$ cat src/rtl/t09_painter_pkg.sv
// ---------------------------------------------------------------------------
// t09_painter_pkg
//   Shared definitions for the cell painter: FSM state encoding, ILI9341
//   command bytes, RGB565 colour constants, obj_code encodings (shared with
//   the frame tracker) and the packed layout of one queued cell update.
//   obj_color() maps an obj_code to its solid RGB565 fill colour.
// ---------------------------------------------------------------------------
package t09_painter_pkg;

    typedef enum logic [2:0] {
        ST_IDLE,
        ST_POP,
        ST_CASET,
        ST_PASET,
        ST_RAMWR,
        ST_PIXELS,
        ST_DONE
    } state_e;

    localparam logic [7:0] CMD_CASET = 8'h2A;
    localparam logic [7:0] CMD_PASET = 8'h2B;
    localparam logic [7:0] CMD_RAMWR = 8'h2C;

    localparam logic [2:0] OBJ_EMPTY  = 3'b000;
    localparam logic [2:0] OBJ_HEAD   = 3'b001;
    localparam logic [2:0] OBJ_BODY   = 3'b010;
    localparam logic [2:0] OBJ_APPLE  = 3'b011;
    localparam logic [2:0] OBJ_BORDER = 3'b100;

    localparam logic [15:0] COLOR_BLACK  = 16'h0000;
    localparam logic [15:0] COLOR_HEAD   = 16'h07E0;
    localparam logic [15:0] COLOR_BODY   = 16'h03E0;
    localparam logic [15:0] COLOR_APPLE  = 16'hF800;
    localparam logic [15:0] COLOR_BORDER = 16'hFFFF;
    localparam logic [15:0] GRID_COLOR   = 16'h2104;

    // One queued update: 4-bit column, 4-bit row, 3-bit object code.
    typedef struct packed {
        logic [3:0] x;
        logic [3:0] y;
        logic [2:0] obj;
    } cell_entry_t;

    localparam int ENTRY_W = $bits(cell_entry_t);

    function automatic logic [15:0] obj_color(input logic [2:0] obj);
        case (obj)
            OBJ_EMPTY:  obj_color = COLOR_BLACK;
            OBJ_HEAD:   obj_color = COLOR_HEAD;
            OBJ_BODY:   obj_color = COLOR_BODY;
            OBJ_APPLE:  obj_color = COLOR_APPLE;
            OBJ_BORDER: obj_color = COLOR_BORDER;
            default:    obj_color = COLOR_BLACK;
        endcase
    endfunction

endpackage

$ cat src/rtl/t09_cell_fifo.sv
// ---------------------------------------------------------------------------
// t09_cell_fifo
//   Synchronous show-ahead FIFO of cell updates (ENTRY_W-bit entries).
//   A push is accepted when not full, or when a pop happens in the same cycle.
//   A pop on an empty FIFO is ignored.
// Ports:
//   clk, rst      clock, synchronous active-high reset (empties the FIFO)
//   push, din     write request and entry
//   pop           read request; dout always presents the head entry
//   full, empty   status flags
//   count         number of stored entries (0..FIFO_DEPTH)
// ---------------------------------------------------------------------------
module t09_cell_fifo
    import t09_painter_pkg::*;
#(
    parameter int FIFO_DEPTH = 4
) (
    input  logic                         clk,
    input  logic                         rst,
    input  logic                         push,
    input  logic [ENTRY_W-1:0]           din,
    input  logic                         pop,
    output logic [ENTRY_W-1:0]           dout,
    output logic                         full,
    output logic                         empty,
    output logic [$clog2(FIFO_DEPTH):0]  count
);

    localparam int AW = $clog2(FIFO_DEPTH);
    localparam logic [AW:0] FULL_COUNT = (AW+1)'(FIFO_DEPTH);

    logic [ENTRY_W-1:0] mem_q [FIFO_DEPTH];
    logic [AW-1:0]      wr_ptr_q, wr_ptr_d;
    logic [AW-1:0]      rd_ptr_q, rd_ptr_d;
    logic [AW:0]        count_q, count_d;
    logic               do_push, do_pop;

    // NOTE: every signal written in always_comb gets a default first, so no
    // path leaves it unassigned and no latch is inferred.
    always_comb begin
        do_pop   = pop && (count_q != '0);
        do_push  = push && ((count_q != FULL_COUNT) || do_pop);
        wr_ptr_d = wr_ptr_q + AW'(do_push);
        rd_ptr_d = rd_ptr_q + AW'(do_pop);
        count_d  = count_q;
        if (do_push && !do_pop) begin
            count_d = count_q + 1'b1;
        end else if (do_pop && !do_push) begin
            count_d = count_q - 1'b1;
        end
    end

    // NOTE: sequential state uses non-blocking assignments so every flop
    // samples the pre-edge values, independent of statement order.
    always_ff @(posedge clk) begin
        if (rst) begin
            wr_ptr_q <= '0;
            rd_ptr_q <= '0;
            count_q  <= '0;
        end else begin
            wr_ptr_q <= wr_ptr_d;
            rd_ptr_q <= rd_ptr_d;
            count_q  <= count_d;
        end
    end

    // NOTE: the storage array is not reset; the pointers and count alone
    // decide which entries are valid, so stale contents are never read.
    always_ff @(posedge clk) begin
        if (do_push) begin
            mem_q[wr_ptr_q] <= din;
        end
    end

    assign dout  = mem_q[rd_ptr_q];
    assign full  = (count_q == FULL_COUNT);
    assign empty = (count_q == '0);
    assign count = count_q;

endmodule

$ cat src/rtl/t09_cell_painter.sv
// ---------------------------------------------------------------------------
// t09_cell_painter
//   Queues changed grid cells and repaints each as a solid CELL_PX x CELL_PX
//   square on an ILI9341-class LCD over an 8-bit 8080 write-only bus:
//   CASET + 4 bytes, PASET + 4 bytes, RAMWR, then CELL_PX^2 RGB565 pixels
//   (high byte first). Every bus byte takes 2 clk: phase A drives data with
//   wrx low, phase B raises wrx with data held.
//   Optional feature: define T09_PAINTER_GRIDLINE_EN to draw the last pixel
//   column and row of each cell in GRID_COLOR (border cells excepted).
// Ports:
//   clk, rst         clock, synchronous active-high reset
//   init_done        LCD initialised; gates the start of each transaction
//   diff, x, y,      cell-update strobe and payload; y >= GRID_ROWS ignored
//   obj_code
//   lcd_data/dcx/    8080 bus byte, command(0)/data(1), write strobe (low),
//   wrx/csx          chip select (low)
//   busy             FSM active or updates pending
//   overflow         sticky: an update was dropped on a full FIFO
// ---------------------------------------------------------------------------
module t09_cell_painter
    import t09_painter_pkg::*;
#(
    parameter int CELL_PX    = 20,
    parameter int FIFO_DEPTH = 4,
    parameter int GRID_ROWS  = 12
) (
    input  logic       clk,
    input  logic       rst,
    input  logic       init_done,
    input  logic       diff,
    input  logic [3:0] x,
    input  logic [3:0] y,
    input  logic [2:0] obj_code,
    output logic [7:0] lcd_data,
    output logic       lcd_dcx,
    output logic       lcd_wrx,
    output logic       lcd_csx,
    output logic       busy,
    output logic       overflow
);

    localparam int PW = $clog2(CELL_PX);
    localparam logic [PW-1:0] LAST_PX = PW'(CELL_PX - 1);
    localparam int CW = $clog2(FIFO_DEPTH) + 1;

    state_e        state_q, state_d;
    cell_entry_t   cell_q, cell_d;
    logic          phase_q, phase_d;        // 0 = phase A (wrx low), 1 = phase B
    logic [2:0]    byte_idx_q, byte_idx_d;  // byte within CASET/PASET; bit 0 = low pixel byte
    logic [PW-1:0] col_q, col_d;
    logic [PW-1:0] row_q, row_d;
    logic          overflow_q, overflow_d;

    logic          push_req, fifo_pop, fifo_full, fifo_empty;
    logic [CW-1:0] fifo_count;
    cell_entry_t   fifo_dout, push_entry;

    logic          in_byte;
    logic [15:0]   coord_s, coord_e, pix_color;
    logic [7:0]    byte_data;
    logic          byte_dcx;

    // ---------------- update queue ----------------
    assign push_req   = diff && (32'(y) < GRID_ROWS);
    assign push_entry = '{x: x, y: y, obj: obj_code};
    assign fifo_pop   = (state_q == ST_POP);

    t09_cell_fifo #(
        .FIFO_DEPTH (FIFO_DEPTH)
    ) u_fifo (
        .clk   (clk),
        .rst   (rst),
        .push  (push_req),
        .din   (push_entry),
        .pop   (fifo_pop),
        .dout  (fifo_dout),
        .full  (fifo_full),
        .empty (fifo_empty),
        .count (fifo_count)
    );

    // A full FIFO still accepts a push in the cycle it pops.
    assign overflow_d = overflow_q || (push_req && fifo_full && !fifo_pop);

    // ---------------- byte generation ----------------
    always_comb begin
        // CASET and PASET share one window formula; only the source differs.
        coord_s = (state_q == ST_PASET) ? 16'(cell_q.y) * 16'(CELL_PX)
                                        : 16'(cell_q.x) * 16'(CELL_PX);
        coord_e = coord_s + 16'(CELL_PX - 1);

        pix_color = obj_color(cell_q.obj);
`ifdef T09_PAINTER_GRIDLINE_EN
        if ((col_q == LAST_PX || row_q == LAST_PX) && cell_q.obj != OBJ_BORDER) begin
            pix_color = GRID_COLOR;
        end
`endif

        byte_data = 8'h00;
        byte_dcx  = 1'b1;
        case (state_q)
            ST_CASET, ST_PASET: begin
                case (byte_idx_q)
                    3'd0: begin
                        byte_data = (state_q == ST_PASET) ? CMD_PASET : CMD_CASET;
                        byte_dcx  = 1'b0;
                    end
                    3'd1:    byte_data = coord_s[15:8];
                    3'd2:    byte_data = coord_s[7:0];
                    3'd3:    byte_data = coord_e[15:8];
                    default: byte_data = coord_e[7:0];
                endcase
            end
            ST_RAMWR: begin
                byte_data = CMD_RAMWR;
                byte_dcx  = 1'b0;
            end
            ST_PIXELS: byte_data = byte_idx_q[0] ? pix_color[7:0] : pix_color[15:8];
            default: ;
        endcase
    end

    assign in_byte  = (state_q == ST_CASET) || (state_q == ST_PASET) ||
                      (state_q == ST_RAMWR) || (state_q == ST_PIXELS);
    assign lcd_data = byte_data;
    assign lcd_dcx  = byte_dcx;
    assign lcd_wrx  = !(in_byte && !phase_q);
    assign lcd_csx  = (state_q == ST_IDLE) || (state_q == ST_DONE);
    assign busy     = (state_q != ST_IDLE) || (fifo_count != '0);
    assign overflow = overflow_q;

    // ---------------- sequencing ----------------
    always_comb begin
        state_d    = state_q;
        cell_d     = cell_q;
        phase_d    = in_byte ? !phase_q : 1'b0;
        byte_idx_d = byte_idx_q;
        col_d      = col_q;
        row_d      = row_q;

        case (state_q)
            ST_IDLE: begin
                if (!fifo_empty && init_done) begin
                    state_d = ST_POP;
                end
            end
            ST_POP: begin
                cell_d     = fifo_dout;
                byte_idx_d = '0;
                col_d      = '0;
                row_d      = '0;
                state_d    = ST_CASET;
            end
            ST_CASET, ST_PASET: begin
                if (phase_q) begin
                    if (byte_idx_q == 3'd4) begin
                        byte_idx_d = '0;
                        state_d    = (state_q == ST_CASET) ? ST_PASET : ST_RAMWR;
                    end else begin
                        byte_idx_d = byte_idx_q + 3'd1;
                    end
                end
            end
            ST_RAMWR: begin
                if (phase_q) begin
                    state_d = ST_PIXELS;
                end
            end
            ST_PIXELS: begin
                if (phase_q) begin
                    byte_idx_d = byte_idx_q ^ 3'd1;
                    // Advance the pixel position after its low byte.
                    if (byte_idx_q[0]) begin
                        if (col_q == LAST_PX) begin
                            col_d = '0;
                            if (row_q == LAST_PX) begin
                                state_d = ST_DONE;
                            end else begin
                                row_d = row_q + 1'b1;
                            end
                        end else begin
                            col_d = col_q + 1'b1;
                        end
                    end
                end
            end
            ST_DONE: state_d = ST_IDLE;
            default: state_d = ST_IDLE;
        endcase
    end

    always_ff @(posedge clk) begin
        if (rst) begin
            state_q    <= ST_IDLE;
            cell_q     <= '0;
            phase_q    <= 1'b0;
            byte_idx_q <= '0;
            col_q      <= '0;
            row_q      <= '0;
            overflow_q <= 1'b0;
        end else begin
            state_q    <= state_d;
            cell_q     <= cell_d;
            phase_q    <= phase_d;
            byte_idx_q <= byte_idx_d;
            col_q      <= col_d;
            row_q      <= row_d;
            overflow_q <= overflow_d;
        end
    end

endmodule

$ cat config.mk
export PLATFORM = sky130hd
export DESIGN_NAME = t09_cell_painter
export DESIGN_NICKNAME = d
export VERILOG_FILES = /design/src/rtl/t09_painter_pkg.sv /design/src/rtl/t09_cell_fifo.sv /design/src/rtl/t09_cell_painter.sv
export SDC_FILE = /design/constraint.sdc
export NUM_CORES = 1
export LEC_CHECK = 0
export BUFFER_PORTS_ARGS = -buffer_cell sky130_fd_sc_hd__clkbuf_2
export CORE_MARGIN = 10
export CORE_UTILIZATION = 54
export CTS_CLUSTER_SIZE = 24
export DETAILED_ROUTE_END_ITERATION = 12
export PLACE_DENSITY = 0.75
export SLEW_MARGIN = 15
export SYNTH_ARGS = -nofsm -noshare
export SYNTH_HDL_FRONTEND = slang
export SYNTH_SLANG_ARGS = --single-unit
export TNS_END_PERCENT = 50
$ cat constraint.sdc
create_clock -name clk -period 2.5 [get_ports clk]
set_input_delay 0.5 -clock clk [delete_from_list [all_inputs] [get_ports clk]]
set_output_delay 0.5 -clock clk [all_outputs]
set_load 0.01 [all_outputs]
==> impl_metrics.tcl, run 1 <==
set metrics [dict create \
    drtIter0Drc 185 \
    crit_slowest_cell "fa_2" \
    status "finished with violations" \
    place_congestion 0.940 \
    finalSetupViolCount 6 \
    ys_types 64 \
    synth_top_area_share_pct 32.2 \
    rsz0062_at_grt "true" \
    violations "negative setup slack" \
    die-area_um2 11500 \
    power_density_nw_per_um2 795 \
    design.core.area_um2 7330 \
    die_x_um 107 \
    final_nets 464 \
    path_class "flip-flop to output pin" \
    via_count 2984 \
    ys_warn_count 0 \
    synth_area_leaders "edfxtp_1 32%, dfxtp_1 18%, ha_1 6.7%" \
    drtAntennaViolNets 0 \
    endpoint_kind "output pin" \
    yosys-top-cells-count "56 x nand2_1, 44 x edfxtp_1, 36 x dfxtp_1" \
    drc 0 \
    grt_use_total_pct 15.4 \
    place_hpwl_um 5970 \
    synth.most_common_cell "nand2_1" \
    grt_max_degree 34 \
    syn_nets 408 \
    finalCritPeriodShare_pct 121 \
    cts_max_level 3 \
    crit_chain "ha_4 -> ha_4 -> fa_2 -> nand3_2 -> mux2i_4 -> xor2_1 -> o22ai_1 -> o21ba_2 -> buf_6" \
    drv_slew 0 \
    syn2layout_area_growth_pct 18.7 \
    io-pin-count 28 \
    yosysSeqAreaShare_pct 49.8 \
    fin_skew_ps 8.64 \
    slew_headroom_pct 51.3 \
    clock_sinks 80 \
    firstDrtPassIters 4 \
    min_path_type "input port to flip-flop" \
    antenna_found_initial 0 \
    clock_path_buffers 2 \
    synth_edf_count 44 \
    rows 31 \
    cp_top_family "adder cells" \
    numCtsBuffers 9 \
    required_ps 2000 \
    antenna_cells 0 \
    peakVddDrop_mv 0.475 \
    fill_cells 556 \
    grt_pass1_vias 3012 \
    post-route-min-period_ps 3010 \
    clock_latency_ps 350 \
    cp_max_fo 2 \
    clk_pin_slew_ps 70 \
    fin_util_pct 66.4 \
    cts-root-buf "clkbuf_8" \
    crit_top_cell "ha_4" \
    wirelength_um 8330 \
    drv_cap 0 \
    arrival_ps 2510 \
    avgRoutedWirePerCell_um 15.8 \
    syn_area_um2 4100 \
    cts-hold-fix-buffers 0 \
    finalHoldViolCount 0 \
    fin_cells 528 \
    portBuffers 27 \
    ys_ff_latch 80 \
    cp-start-kind "flip-flop" \
    drive_gt1_share_pct 28.4 \
    postSynthCellCount 368 \
    grt_overflow 0 \
    fp.dieH_um 107 \
    fmax_mhz 332 \
    power_w 0.00387 \
    leakagePower_nw 1.81 \
    critPathBufInv 1 \
    fin_ws_ps -515 \
    holdWs_ps 365 \
    cpPeakStageDelay_ps 540 \
    ys.flop_type "edfxtp_1" \
    synth_top_cell_by_area "edfxtp_1" \
    grt_pass1_wl_um 14400 \
    synthArstFlopShare_pct 0 \
    worst_pin_slew_ps 730 \
    synth_area_per_cell_um2 11.1 \
    dp_slack_ps -175 \
    tritoncts "built" \
    start_util_pct 56.0 \
    drt-vias-per-instance 5.65 \
    dp.cells 509 \
]
## final cells by class
class / count / area (um^2) / share of cell area (%)
tap: 99 / 124 / 2.54
sequential: 80 / 2050 / 42.0
inverter: 11 / 41.3 / 0.848
clock inverter: 5 / 57.6 / 1.18
timing repair buffer: 58 / 378 / 7.76
clock buffer: 11 / 131 / 2.70
multi-input combinational: 264 / 2090 / 42.9
## final timing paths
path	start	end	slack, ps	depth (start not counted)
max	cell_q[8]	lcd_data[7]	-510	9
min	obj_code[1]	u_fifo.mem_q[0][1]	370	1
max reg2reg	state_q[1]	u_fifo.count[2]	180	10
min reg2reg	row_q[1]	row_q[1]	480	2
## what timing repair did
item                                    4_1_cts  5_1_grt
pin swaps                                     9        8
endpoints found under the setup margin        8        9
resized for setup                            13       15
setup buffers                                 2        1
## through the flow
| step | area, um^2 | TNS (ps) |
|---|---|---|
| global route | 4870 | -2900 |
| global placement | 4550 | -128 |
| CTS | 4810 | -1950 |
| detailed placement | 4550 | -280 |
| floorplan | 4140 | 0 |
| finish | 4870 | -1960 |
## sequential cells by signal, indices dropped and copies added (netlist names)
name and cells:
byte_idx_q 3, cell_q 11, col_q 5, overflow 1
phase_q 1, row_q 5, state_q 3, u_fifo.count 3
u_fifo.mem_q 44, u_fifo.rd_ptr_q 2, u_fifo.wr_ptr_q 2
## power by group
| group | total [W] | switching (W) | leakage (nW) | internal [W] |
|---|---|---|---|---|
| Sequential | 0.00166 | 0.000108 | 0.696 | 0.00155 |
| Clock | 0.000911 | 0.000451 | 0.0872 | 0.000460 |
| Combinational | 0.00130 | 0.000705 | 1.03 | 0.000599 |
## layer usage
metal / vias to the layer above / GRT usage, % / share of wire, %
li1: 1461 / - / -
met4: 0 / 4.93 / 1.1
met3: 10 / 3.89 / 5.2
met5: - / 0 / 0
met1: 1435 / 19.2 / 45
met2: 78 / 25.7 / 49
## worst reg2reg max path, stage by stage, from the launching register on
cell      delay (ps)
dfxtp_1          320
buf_4            180
nand2b_4         190
nor2_4           170
o21a_1           190
ha_1             180
inv_1             60
fa_1             380
xor2_1           160
or3_1            300
a21oi_1          140
## cells by family after synthesis
logic type | after synthesis | synth area share, %
flops | 80 | 49.8
compound gates | 68 | 11.1
mux | 18 | 7.78
buf+inv | 24 | 2.44
xor+xnor | 19 | 4.06
simple gates | 134 | 16.7
fa+ha+maj | 25 | 8.17
## layout by cell type, fill, tap and decap left out, drive strengths merged, types with 3 or more instances in the layout
| cell | instances |
|---|---|
| xnor2 | 6 |
| xor2 | 13 |
| mux4 | 11 |
| a22oi | 3 |
| nand3 | 10 |
| inv | 11 |
| nor2b | 5 |
| nand2 | 57 |
| edfxtp | 44 |
| a21oi | 26 |
| a31oi | 3 |
| and3b | 3 |
| ha | 22 |
| nor2 | 29 |
| mux2i | 6 |
| dfxtp | 36 |
| o21ai | 7 |
| o211ai | 5 |
| nand4 | 4 |
| a21boi | 3 |
| a21o | 3 |
| fa | 3 |
| buf | 34 |
| nor3 | 6 |
| or3 | 5 |
| clkbuf | 35 |
No activity file was read; power rests on OpenSTA's default activity.
==> inputs of run 2 (changes only) <==
--- a/config.mk
+++ b/config.mk
@@ -10,7 +10,7 @@
 export CORE_UTILIZATION = 54
 export CTS_CLUSTER_SIZE = 24
 export DETAILED_ROUTE_END_ITERATION = 12
-export PLACE_DENSITY = 0.75
+export PLACE_DENSITY_LB_ADDON = 0.05
 export SLEW_MARGIN = 15
 export SYNTH_ARGS = -nofsm -noshare
 export SYNTH_HDL_FRONTEND = slang
==> run 2 against run 1 <==
Against the previous run: the flow still finishes with violations (negative setup slack); global-route usage fell by 0.97 points; clock-buffer cell count fell by 1; critical path depth did not move; via count fell by 4.3%; core utilization barely moved; flip-flop and latch count did not move; design area barely moved; non-clock buffer count fell by 1; wire length fell by 2.1%; worst hold slack improved by 10 ps; combinational power fell by 3%; critical path type unchanged.
==> impl_metrics.tcl, run 2 (synthesis results as in run 1) <==
set metrics [dict create \
    status "finished with violations" \
    violations "negative setup slack" \
    final_nets 463 \
    fmax_mhz 336 \
    cp-start-kind "flip-flop" \
    largest_reg_flops 44 \
    drtAntennaViolNets 0 \
    rows 31 \
    worst_pin_slew_ps 729 \
    cts_max_level 3 \
    crit_slowest_cell "fa_2" \
    required_ps 2000 \
    grt_use_total_pct 14.5 \
    crit_chain "ha_4 -> ha_4 -> fa_2 -> nand3_2 -> mux2i_2 -> xor2_1 -> o22ai_1 -> o21ba_2 -> clkbuf_2" \
    critPathBufInv 1 \
    grt_overflow 0 \
    drtIter0Drc 113 \
    antenna_cells 0 \
    finalHoldViolCount 0 \
    via_count 2856 \
    tritoncts "built" \
    fin_ws_ps -474 \
    grt_pass1_wl_um 13400 \
    syn2layout_area_growth_pct 18.8 \
    rsz0062_at_grt "true" \
    clk_pin_slew_ps 80 \
    drt-vias-per-instance 5.42 \
    design.core.area_um2 7330 \
    place_congestion 0.850 \
    start_util_pct 56.0 \
    hp-start "x[2]" \
    path_class "flip-flop to output pin" \
    finalCritPeriodShare_pct 119 \
    grt_max_degree 34 \
    arrival_ps 2470 \
    top_regs "u_fifo.mem_q: 44 flops, cell_q: 11 flops" \
    drv_slew 0 \
    largest-register "u_fifo.mem_q" \
    final_cell_mix "56 x nand2_1, 44 x edfxtp_1, 31 x dfxtp_1" \
    firstDrtPassIters 4 \
    numCtsBuffers 9 \
    die_x_um 107 \
    seqPwrFrac_pct 42.4 \
    fin_skew_ps 15.4 \
    clock_path_buffers 2 \
    cts-root-buf "clkbuf_8" \
    gr-usage-met2_pct 23.3 \
    endpoint_kind "output pin" \
    antenna_found_initial 0 \
    gr-usage-met3_pct 3.89 \
    finalSetupViolCount 5 \
    grt_pass1_vias 2812 \
    crit_top_cell "ha_4" \
    p_clk_share_pct 25.5 \
    internal-power_w 0.00270 \
    power_w 0.00394 \
    switchingPower_w 0.00124 \
    place_hpwl_um 5940 \
    slew_headroom_pct 51.4 \
    comb_power_share_pct 32.1 \
    crit_start "cell_q[6]" \
    power_density_nw_per_um2 809 \
    wirelength_um 8160 \
    leakagePower_nw 1.82 \
    fp.dieH_um 107 \
    crit-reg2reg-launch "state_q[1]" \
    drive_gt1_share_pct 27.8 \
    final_area_um2 4870 \
    p_sw_share_pct 31.6 \
    cp_max_fo 2 \
    drv_cap 0 \
    cp_top_family "adder cells" \
    avgRoutedWirePerCell_um 15.5 \
    cpPeakStageDelay_ps 550 \
    placement.cell_area_um2 4550 \
    fin_util_pct 66.5 \
    clock_sinks 80 \
    final_common_cell "nand2_1" \
    peakVddDrop_mv 0.497 \
    portBuffers 27 \
    clock_latency_ps 340 \
    grt_use_met1_pct 18.2 \
    die-area_um2 11500 \
    post-route-min-period_ps 2970 \
    grt-busiest-layer "met2" \
    dp_slack_ps -150 \
    min_path_type "input port to flip-flop" \
    drc 0 \
    io-pin-count 28 \
]
==> run 2: worst paths after layout <==
kind                        endpoint  slack, ps  cells after the start
setup / recovery         lcd_data[7]       -470                      9
hold / removal    u_fifo.mem_q[3][9]        380                      1
setup reg to reg     u_fifo.count[2]        240                     10
hold reg to reg             row_q[1]        490                      2
==> run 2: power by group through the flow <==
stage	registers (W)	logic (W)	clock network [W]
final	0.00167	0.00126	0.00101
after global routing	0.00170	0.00142	0.00108
after CTS	0.00167	0.00126	0.00102
after detailed placement	0.00170	0.00119	0
after global placement	0.00169	0.00118	0
after floorplan	0.00168	0.000828	0
==> run 2: metal layers <==
| layer | vias to the layer above | part of all wire, % |
|---|---|---|
| met3 | 7 | 4.5 |
| li1 | 1449 | - |
| met4 | 0 | 0.91 |
| met2 | 52 | 47 |
| met5 | - | 0 |
| met1 | 1348 | 47 |
==> run 2: final cells by class <==
| cell class | count | area, um^2 |
|---|---|---|
| repair buffers | 57 | 368 |
| inverters | 11 | 41.3 |
| well taps | 99 | 124 |
| fillers | 551 | 2460 |
| clock buffers | 10 | 128 |
| flip-flops and latches | 80 | 2050 |
| clock inverters | 6 | 83.8 |
| multi-input cells | 264 | 2080 |
==> run 2: through the flow <==
| step | hold WS (ps) | setup TNS [ps] | instances |
|---|---|---|---|
| after floorplan | 449 | 0 | 368 |
| after global placement | 465 | -112 | 510 |
| after detailed placement | 480 | -263 | 510 |
| after CTS | 362 | -1810 | 528 |
| after global routing | 365 | -2560 | 527 |
| final | 376 | -1560 | 527 |
==> run 2: what timing repair did <==
| action | CTS | global route |
|---|---|---|
| setup endpoints to repair | 7 | 8 |
| gates resized for setup | 14 | 11 |
| pin swaps | 12 | 5 |
| setup buffers | 2 | 0 |
| hold buffers | 0 | 0 |
==> run 2: worst reg2reg max path, stage by stage (launching register included) <==
cell and delay [ps]:
dfxtp_1 320, buf_4 180, nand2b_4 180, nor2_2 130
o21a_1 170, ha_1 180, inv_1 60, fa_1 370
xor2_1 150, or3_1 300, a21oi_1 140
